`src/rtl/mm_lookup_ctrl_if.sv`:
```
// Requester channel of the lookup controller: request (key) handshake and
// response (data/status) handshake for a single requester.
interface mm_lookup_ctrl_if #(
    parameter int KEY_W  = 32,
    parameter int DATA_W = 32
);
    logic              req_valid;
    logic              req_ready;
    logic [KEY_W-1:0]  req_key;
    logic              rsp_valid;
    logic              rsp_ready;
    logic [DATA_W-1:0] rsp_data;
    logic [1:0]        rsp_status;

    modport master (
        output req_valid, req_key, rsp_ready,
        input  req_ready, rsp_valid, rsp_data, rsp_status
    );

    modport slave (
        input  req_valid, req_key, rsp_ready,
        output req_ready, rsp_valid, rsp_data, rsp_status
    );
endinterface

```
`src/rtl/mm_lookup_ctrl.sv`:
```
// Lookup sequencer for the 16-entry matching memory: round-robin arbitration of
// two requesters, fixed-latency key presentation, hit/miss/multi classification.
module mm_lookup_ctrl #(
    parameter int KEY_W     = 32,
    parameter int DATA_W    = 32,
    parameter int ENTRIES   = 16,
    parameter int MATCH_LAT = 2
) (
    input  logic                clk,
    input  logic                rst_n,
    mm_lookup_ctrl_if.slave     req0_if,
    mm_lookup_ctrl_if.slave     req1_if,
    output logic [KEY_W-1:0]    o_mm_key,
    output logic                o_mm_key_vld,
    input  logic [ENTRIES-1:0]  i_mm_mtch_rslt,
    input  logic [DATA_W-1:0]   i_mm_data,
    output logic                o_busy,
    output logic [7:0]          o_multihit_cnt
);

    typedef enum logic [1:0] {
        S_IDLE,
        S_ISSUE,
        S_WAIT,
        S_RESP
    } state_t;

    state_t            r_state;
    state_t            w_state_nxt;
    logic              r_rr_last;
    logic              r_id;
    logic [KEY_W-1:0]  r_key;
    logic [3:0]        r_wait_cnt;
    logic [DATA_W-1:0] r_rsp_data;
    logic [1:0]        r_rsp_status;
    logic [7:0]        r_mh_cnt;

    logic              w_gnt0;
    logic              w_gnt1;
    logic              w_sample;
    logic              w_rsp_hs;
    logic              w_zero;
    logic              w_one;
    logic [ENTRIES-1:0] w_mtch_dec;

    always_ff @(posedge clk or negedge rst_n) begin
        if (!rst_n) r_state <= S_IDLE;
        else        r_state <= w_state_nxt;
    end

    always_comb begin
        w_state_nxt  = r_state;
        w_gnt0       = 1'b0;
        w_gnt1       = 1'b0;
        o_mm_key_vld = 1'b0;
        w_sample     = 1'b0;
        w_rsp_hs     = 1'b0;
        case (r_state)
            S_IDLE: begin
                // On a tie the requester not served last wins.
                w_gnt0 = req0_if.req_valid & (~req1_if.req_valid | r_rr_last);
                w_gnt1 = req1_if.req_valid & (~req0_if.req_valid | ~r_rr_last);
                if (w_gnt0 | w_gnt1) w_state_nxt = S_ISSUE;
            end
            S_ISSUE: begin
                o_mm_key_vld = 1'b1;
                w_state_nxt  = S_WAIT;
            end
            S_WAIT: begin
                if (r_wait_cnt == 4'd0) begin
                    w_sample    = 1'b1;
                    w_state_nxt = S_RESP;
                end
            end
            S_RESP: begin
                w_rsp_hs = r_id ? req1_if.rsp_ready : req0_if.rsp_ready;
                if (w_rsp_hs) w_state_nxt = S_IDLE;
            end
            default: w_state_nxt = S_IDLE;
        endcase
    end

    // Exactly one bit set <=> nonzero and clearing the lowest set bit leaves zero.
    assign w_mtch_dec = i_mm_mtch_rslt - {{(ENTRIES-1){1'b0}}, 1'b1};
    assign w_zero     = ~|i_mm_mtch_rslt;
    assign w_one      = ~w_zero & ~|(i_mm_mtch_rslt & w_mtch_dec);

    always_ff @(posedge clk or negedge rst_n) begin
        if (!rst_n) begin
            r_rr_last    <= 1'b1;
            r_id         <= 1'b0;
            r_key        <= '0;
            r_wait_cnt   <= 4'd0;
            r_rsp_data   <= '0;
            r_rsp_status <= 2'b00;
            r_mh_cnt     <= 8'd0;
        end else begin
            if (w_gnt0 | w_gnt1) begin
                r_key     <= w_gnt0 ? req0_if.req_key : req1_if.req_key;
                r_id      <= w_gnt1;
                r_rr_last <= w_gnt1;
            end
            if (r_state == S_ISSUE)
                r_wait_cnt <= 4'(MATCH_LAT - 1);
            else if (r_state == S_WAIT && r_wait_cnt != 4'd0)
                r_wait_cnt <= r_wait_cnt - 4'd1;
            if (w_sample) begin
                if (w_one) begin
                    r_rsp_data   <= i_mm_data;
                    r_rsp_status <= 2'b00;
                end else if (w_zero) begin
                    r_rsp_data   <= '0;
                    r_rsp_status <= 2'b01;
                end else begin
                    r_rsp_data   <= '0;
                    r_rsp_status <= 2'b10;
                    if (r_mh_cnt != 8'hFF) r_mh_cnt <= r_mh_cnt + 8'd1;
                end
            end
        end
    end

    assign req0_if.req_ready  = w_gnt0;
    assign req1_if.req_ready  = w_gnt1;
    assign req0_if.rsp_valid  = (r_state == S_RESP) & ~r_id;
    assign req1_if.rsp_valid  = (r_state == S_RESP) & r_id;
    assign req0_if.rsp_data   = r_rsp_data;
    assign req1_if.rsp_data   = r_rsp_data;
    assign req0_if.rsp_status = r_rsp_status;
    assign req1_if.rsp_status = r_rsp_status;

    assign o_mm_key       = r_key;
    assign o_busy         = (r_state != S_IDLE);
    assign o_multihit_cnt = r_mh_cnt;

endmodule

```
`src/flat_wrapper.sv`:
```
// flat-port wrapper written by rule: the top's interface ports become plain ports
module mm_lookup_ctrl_flat 
#(
    parameter int KEY_W     = 32,
    parameter int DATA_W    = 32,
    parameter int ENTRIES   = 16,
    parameter int MATCH_LAT = 2
)
  (clk, rst_n, o_mm_key, o_mm_key_vld, i_mm_mtch_rslt, i_mm_data, o_busy, o_multihit_cnt, req0_if_req_valid, req0_if_req_key, req0_if_rsp_ready, req0_if_req_ready, req0_if_rsp_valid, req0_if_rsp_data, req0_if_rsp_status, req1_if_req_valid, req1_if_req_key, req1_if_rsp_ready, req1_if_req_ready, req1_if_rsp_valid, req1_if_rsp_data, req1_if_rsp_status);
  mm_lookup_ctrl_if #(.KEY_W(KEY_W), .DATA_W(DATA_W)) req0_if_i ();
  mm_lookup_ctrl_if #(.KEY_W(KEY_W), .DATA_W(DATA_W)) req1_if_i ();
  input  logic clk;
  input  logic rst_n;
  output logic [KEY_W-1:0] o_mm_key;
  output logic o_mm_key_vld;
  input  logic [ENTRIES-1:0] i_mm_mtch_rslt;
  input  logic [DATA_W-1:0] i_mm_data;
  output logic o_busy;
  output logic [7:0] o_multihit_cnt;
  input wire logic [$bits(req0_if_i.req_valid)-1:0] req0_if_req_valid;
  input wire logic [$bits(req0_if_i.req_key)-1:0] req0_if_req_key;
  input wire logic [$bits(req0_if_i.rsp_ready)-1:0] req0_if_rsp_ready;
  output wire logic [$bits(req0_if_i.req_ready)-1:0] req0_if_req_ready;
  output wire logic [$bits(req0_if_i.rsp_valid)-1:0] req0_if_rsp_valid;
  output wire logic [$bits(req0_if_i.rsp_data)-1:0] req0_if_rsp_data;
  output wire logic [$bits(req0_if_i.rsp_status)-1:0] req0_if_rsp_status;
  input wire logic [$bits(req1_if_i.req_valid)-1:0] req1_if_req_valid;
  input wire logic [$bits(req1_if_i.req_key)-1:0] req1_if_req_key;
  input wire logic [$bits(req1_if_i.rsp_ready)-1:0] req1_if_rsp_ready;
  output wire logic [$bits(req1_if_i.req_ready)-1:0] req1_if_req_ready;
  output wire logic [$bits(req1_if_i.rsp_valid)-1:0] req1_if_rsp_valid;
  output wire logic [$bits(req1_if_i.rsp_data)-1:0] req1_if_rsp_data;
  output wire logic [$bits(req1_if_i.rsp_status)-1:0] req1_if_rsp_status;
  assign req0_if_i.req_valid = req0_if_req_valid;
  assign req0_if_i.req_key = req0_if_req_key;
  assign req0_if_i.rsp_ready = req0_if_rsp_ready;
  assign req0_if_req_ready = req0_if_i.req_ready;
  assign req0_if_rsp_valid = req0_if_i.rsp_valid;
  assign req0_if_rsp_data = req0_if_i.rsp_data;
  assign req0_if_rsp_status = req0_if_i.rsp_status;
  assign req1_if_i.req_valid = req1_if_req_valid;
  assign req1_if_i.req_key = req1_if_req_key;
  assign req1_if_i.rsp_ready = req1_if_rsp_ready;
  assign req1_if_req_ready = req1_if_i.req_ready;
  assign req1_if_rsp_valid = req1_if_i.rsp_valid;
  assign req1_if_rsp_data = req1_if_i.rsp_data;
  assign req1_if_rsp_status = req1_if_i.rsp_status;
  mm_lookup_ctrl #(.KEY_W(KEY_W), .DATA_W(DATA_W), .ENTRIES(ENTRIES), .MATCH_LAT(MATCH_LAT)) u_core (.clk(clk), .rst_n(rst_n), .req0_if(req0_if_i), .req1_if(req1_if_i), .o_mm_key(o_mm_key), .o_mm_key_vld(o_mm_key_vld), .i_mm_mtch_rslt(i_mm_mtch_rslt), .i_mm_data(i_mm_data), .o_busy(o_busy), .o_multihit_cnt(o_multihit_cnt));
endmodule
```
`config.mk`:
```
export PLATFORM = sky130hd
export DESIGN_NAME = mm_lookup_ctrl_flat
export DESIGN_NICKNAME = d
export VERILOG_FILES = /design/src/rtl/mm_lookup_ctrl_if.sv /design/src/rtl/mm_lookup_ctrl.sv /design/src/flat_wrapper.sv
export SDC_FILE = /design/constraint.sdc
export NUM_CORES = 1
export LEC_CHECK = 0
export ABC_CLOCK_PERIOD_IN_PS = 3900
export BUFFER_PORTS_ARGS = -buffer_cell sky130_fd_sc_hd__buf_2
export CAP_MARGIN = 20
export CORE_AREA = 2 2 100 93
export DETAILED_ROUTE_END_ITERATION = 12
export DIE_AREA = 0 0 102 95
export PLACE_DENSITY = 0.87
export SYNTH_ARGS = -nofsm -noshare
export SYNTH_HDL_FRONTEND = slang
export SYNTH_SLANG_ARGS = --single-unit
export TNS_END_PERCENT = 10
```
`constraint.sdc`:
```
create_clock -name clk -period 3.9 [get_ports clk]
set_input_delay 1.17 -clock clk [delete_from_list [all_inputs] [get_ports clk]]
set_output_delay 1.17 -clock clk [all_outputs]
set_load 0.01 [all_outputs]
```
# Word level (Yosys, flattened, before mapping)
# Cells that the tools add are included.
dict set report word_totals {
  wordCells 60
  register_bits 82
  inputBits 118
}
dict set report op_classes {
  n_mux 16
  bitwise_logic 15
  n_addsub 3
  reduce_logical 11
  n_eq_ne 7
}
# op n
set ops {}
lappend ops {{32-bit two-way mux} 2}
lappend ops {{16-bit OR reduction} 2}
lappend ops {{16-bit AND} 1}
lappend ops {{16-bit by 1-bit subtractor with 16-bit output, second input constant} 1}
lappend ops {{2-bit two-way mux} 5}
lappend ops {{8-bit by 1-bit adder with 8-bit output, second input constant} 1}
lappend ops {{4-bit two-way mux} 2}
lappend ops {{8-bit inequality test, second input constant} 1}
lappend ops {{2-bit one-hot mux with 4 select lines} 1}
lappend ops {{1-bit two-way mux} 6}
lappend ops {{2-bit by 1-bit inequality test with 1-bit output, second input constant} 3}
lappend ops {{1-bit AND} 5}
lappend ops {{1-bit NOT} 5}
lappend ops {{2-bit equality test, second input constant} 2}
lappend ops {{4-bit logical NOT} 1}
lappend ops {{1-bit OR} 4}
lappend ops {{4-bit AND reduction} 1}
lappend ops {{2-bit nonzero test} 2}
lappend ops {{4-bit nonzero test} 1}
lappend ops {{4-bit by 1-bit subtractor with 4-bit output, second input constant} 1}
lappend ops {{3-bit AND reduction} 1}
lappend ops {{2-bit by 1-bit equality test with 1-bit output, second input constant} 1}
lappend ops {{2-bit logical NOT} 1}
lappend ops {{1-bit logical AND} 1}
lappend ops {{1-bit logical NOT} 1}

# Depth between registers and ports, before layout
dict set report logic_depth {
  ltp_word 7
  ltp_mapped 8
  depth_no_buf 8
}

# Least setup slack after synthesis
# Ideal clock, no wire load.
dict set report synth_path {
  path_kind {input port to output port}
  start {in req0_if_req_valid}
  end {out req0_if_req_ready}
  n_path_buf 1
  cell_stages 3
  path_slack_ns 0.726
  required_ns 2.730
  t_arrival_ns 2.004
  cell_sequence {nand2_1 -> a21oi_1 -> buf_2}
}
dict set report synth_between {
  elab_chain_cells 2
}
# element line
set synth_lines {}
lappend synth_lines {{start, declared} flat_wrapper.sv:20} ;# input wire logic [$bits(req0_if_i.req_valid)-1:0] req0_if_req_valid;
lappend synth_lines {{1-bit AND} mm_lookup_ctrl.sv:61} ;# w_gnt0 = req0_if.req_valid & (~req1_if.req_valid | r_rr_last);
lappend synth_lines {{1-bit two-way mux} mm_lookup_ctrl.sv:58} ;# case (r_state)
lappend synth_lines {{end, declared} flat_wrapper.sv:23} ;# output wire logic [$bits(req0_if_i.req_ready)-1:0] req0_if_req_ready;
# Every way passes these cells.

# Final worst setup path
dict set report layout_path {
  start {in req1_if_req_valid}
  end {out req1_if_req_ready}
}
dict set report layout_between {
  elab_chain_cells 2
}
# element line
set layout_lines {}
lappend layout_lines {{start, declared} flat_wrapper.sv:27} ;# input wire logic [$bits(req1_if_i.req_valid)-1:0] req1_if_req_valid;
lappend layout_lines {{1-bit AND} mm_lookup_ctrl.sv:62} ;# w_gnt1 = req1_if.req_valid & (~req0_if.req_valid | ~r_rr_last);
lappend layout_lines {{1-bit two-way mux} mm_lookup_ctrl.sv:58}
lappend layout_lines {{end, declared} flat_wrapper.sv:30} ;# output wire logic [$bits(req1_if_i.req_ready)-1:0] req1_if_req_ready;
# Every way passes these cells.

==> impl_summary.log <==
[metrics] result of the run: finished, final reports clean
[metrics] WL final: approximately 10 mm
[metrics] worst setup path start: req1_if_req_valid
[metrics] wire length of the first global-routing pass: around 15 mm
[metrics] data arrival time at the worst-slack endpoint: 1.78 ns
[metrics] placer congestion estimate: between 1 and 1.5
[metrics] Die Y-Extent: 95 um
[metrics] static leakage: between 2 and 3 nW
[metrics] worst clock skew: about 0.0066 ns
[metrics] via count: between 3000 and 4000
[metrics] post-synthesis net count: 491
[metrics] total cell area at the placement stage: roughly 5000 um2
[metrics] fraction of the cycle the final worst path needs: 75.7%
[metrics] R2R Setup Slk: about 1.5 ns
[metrics] final sum of negative setup slack: 0 ns
[metrics] number of CTS-inserted buffers: 9
[metrics] slew of the pin with the lowest slew margin: 0.805 ns
[metrics] async set or reset register ratio after synthesis: 100%
[metrics] max-slew violations: 0
[metrics] number of global-route vias before repair: approximately 3200
[metrics] iteration-0 DRC count of the detailed router: 89
[metrics] total non-filler cell area in the finished layout: ~5300 um2
[metrics] crit-path max cell delay: 0.18 ns
[metrics] CTS tree: done
[metrics] worst slew margin relative to its limit: around 46%
[metrics] Std-Cell Core Area: 8750 um2
[metrics] CP Cell Sequence: buf_2, nand2_1, a21oi_1, buf_2
[metrics] Most common cell on crit path: buf_2
[metrics] Primary FF master, synth: dfrtp_1
[metrics] setup repair after global routing missed its margin: false
[metrics] Netlist Area Pre-Place: between 3000 and 4000 um2
[metrics] starting utilization of the core area: between 40% and 50%
[metrics] Die Footprint: 9690 um2
[metrics] clock root cell: clkbuf_8
[metrics] endpoints failing hold: 0
[metrics] Via density: 5.06
[metrics] cell with the biggest individual delay on the critical path: a21oi_1
[metrics] worst hold path class: reg2reg
[metrics] placement row count: 33
[metrics] HPWL reported at the end of detailed placement: around 7.6 mm
[metrics] sequential-to-total area share from yosys stat: about half
[metrics] number of nets with antenna violations after detailed routing: 0
[metrics] Die Wd: between 100 and 150 um
[metrics] type of origin of the critical path: input pin
[metrics] largest net degree at the start of global routing: 83
[metrics] layout net count: between 600 and 700
[metrics] hold path startpoint: u_core.o_mm_key[14]
[metrics] pwr/cell area: approximately 580 nW/um2
[metrics] diode count: 0
[metrics] number of antenna violations at the first check in global routing: 0
[metrics] average instance area after synthesis: roughly 11 um2
[metrics] count of warnings emitted by yosys: 0
[metrics] number of top-level pins: ~230
[metrics] CP required: roughly 2.7 ns
[metrics] share of layout cells above drive strength 1: 45.9%
[metrics] total number of H-tree levels: 3
[metrics] area growth from synthesis to layout: 32.6%
[metrics] Sinks on Clock Net: 82
[metrics] DRT Pass-1 Iters: 4
[metrics] number of flops mapped to enable cells by yosys: 0
[metrics] GR Util All Layers: between 10% and 20%
[metrics] clk buf depth: 2
[metrics] average detailed-routed wire length per instance: between 10 and 15 um
[metrics] launch instance of the worst register-to-register path: u_core.r_wait_cnt[0]
[metrics] Crit Path Max Fanout: 4
[metrics] Max Clock Freq: approximately 0.34 GHz
[metrics] DRC Markers: 0
[metrics] final number of setup-violating endpoints: 0
[metrics] cell count after synthesis: about 370
[metrics] number of hold buffers added after CTS: 0
[metrics] total of max-cap violations: 0
[metrics] I/O Buffers: approximately 230
[metrics] # resized after CTS: 0
[metrics] clk_lat worst skew: approximately 0.33 ns
[metrics] Peak supply drop: around 0.34 mV
[metrics] Cell variety after synth: 38
[metrics] Synth Register Bits: 82
[metrics] shortest clock period the worst path allows after layout: 2.95 ns
[metrics] clock slew seen by the registers of the worst setup and hold paths: approximately 0.080 ns
[metrics] worst setup path class: in2out
[metrics] crit end category: primary output
[metrics] post-CTS setup repair buffer count: 0
[metrics] overflow left after global routing: 0
[metrics] overall power consumption: 0.00303 W
power breakdown:
part | internal, W | switching (W)
sequential | 0.00108 | 0.000146
clock | 0.000442 | 0.000284
combinational | 0.000446 | 0.000628
total | 0.00197 | 0.00106
flip-flops by register name (all words and copies together), names as in the netlist:
name                       count
u_core.o_mm_key               32
u_core.req0_if.rsp_data       32
u_core.o_multihit_cnt          8
u_core.r_wait_cnt              4
u_core.r_state                 2
u_core.req0_if.rsp_status      2
u_core.r_id                    1
u_core.r_rr_last               1
cells in the mapped netlist, types with 3 or more instances:
| cell type | count | area (um2) |
|---|---|---|
| mux2_2 | 4 | 45.0 |
| mux2i_1 | 33 | 330 |
| a21oi_1 | 6 | 30.0 |
| a22o_1 | 32 | 280 |
| nand3_1 | 4 | 20.0 |
| nor3_1 | 6 | 30.0 |
| buf_2 | 3 | 15.0 |
| inv_1 | 11 | 41.3 |
| o21ai_0 | 45 | 225 |
| buf_4 | 34 | 255 |
| nor2_1 | 11 | 41.3 |
| nand2_1 | 42 | 158 |
| clkbuf_1 | 9 | 33.8 |
| buf_6 | 3 | 33.8 |
| ha_1 | 6 | 75.1 |
| xnor2_1 | 5 | 43.8 |
| dfrtp_1 | 81 | 2030 |
metal layers:
metal | track usage (%) | share of wire, %
met5 | 0 | 0
met4 | 7.67 | 1.9
met3 | 4.96 | 6.9
met2 | 33.0 | 50
met1 | 23.3 | 41
cell families after synthesis:
family	synth area share, %
flip-flops	51.7
AND/OR/NAND/NOR	9.26
buffers and inverters	9.54
adder cells (fa/ha/maj)	2.39
AO/OA/AOI/OAI	16.2
multiplexers	9.45
XOR/XNOR	1.54
cell usage in the layout, fill, tap and decap left out, types with 3 or more instances in the layout:
cell and instances:
mux2i_1 33, a21oi_1 5, xnor2_1 5, buf_2 230, ha_1 6, nor2_1 11
a22o_1 32, mux2_2 4, bufinv_16 3, buf_4 5, clkbuf_8 10, dfrtp_1 81
nand3_1 4, inv_1 11, nand2_1 42, o21ai_0 45, nor3_1 6
metrics by stage:
stage / util, % / std cells / hold slack, ns / setup slack (ns)
after CTS: 59.9 / 690 / 0.481 / 0.945
after global placement: 57.1 / 675 / 0.460 / 0.934
after detailed placement: 57.1 / 675 / 0.465 / 0.769
after floorplan: - / 367 / 0.470 / 0.726
after global routing: 60.2 / 691 / 0.497 / 0.903
final: 60.2 / 691 / 0.477 / 0.948
critical path: cells and delay by family:
family	cells	cell delay, ns
simple gates	1	0.10
compound gates	1	0.18
buf+inv	2	0.34
final timing paths:
check                                                to  cells after the start
setup / recovery                      req1_if_req_ready                      4
min in group asynchronous           u_core.o_mm_key[21]                      1
setup reg to reg            u_core.req0_if.rsp_data[21]                      9
max in group asynchronous  u_core.req0_if.rsp_status[0]                      2
hold / removal                      u_core.o_mm_key[14]                      2
hold reg to reg                     u_core.o_mm_key[14]                      2
cell type report:
| type | count | area, um2 |
|---|---|---|
| inverter | 11 | 41.3 |
| timing repair buffer | 236 | 1220 |
| fill | 760 | 3490 |
| multi-input combinational | 225 | 1560 |
| clock inverter | 4 | 98.8 |
| clock buffer | 11 | 141 |
| tap | 122 | 153 |
| sequential | 82 | 2050 |
(Power assumes the default switching activity.)
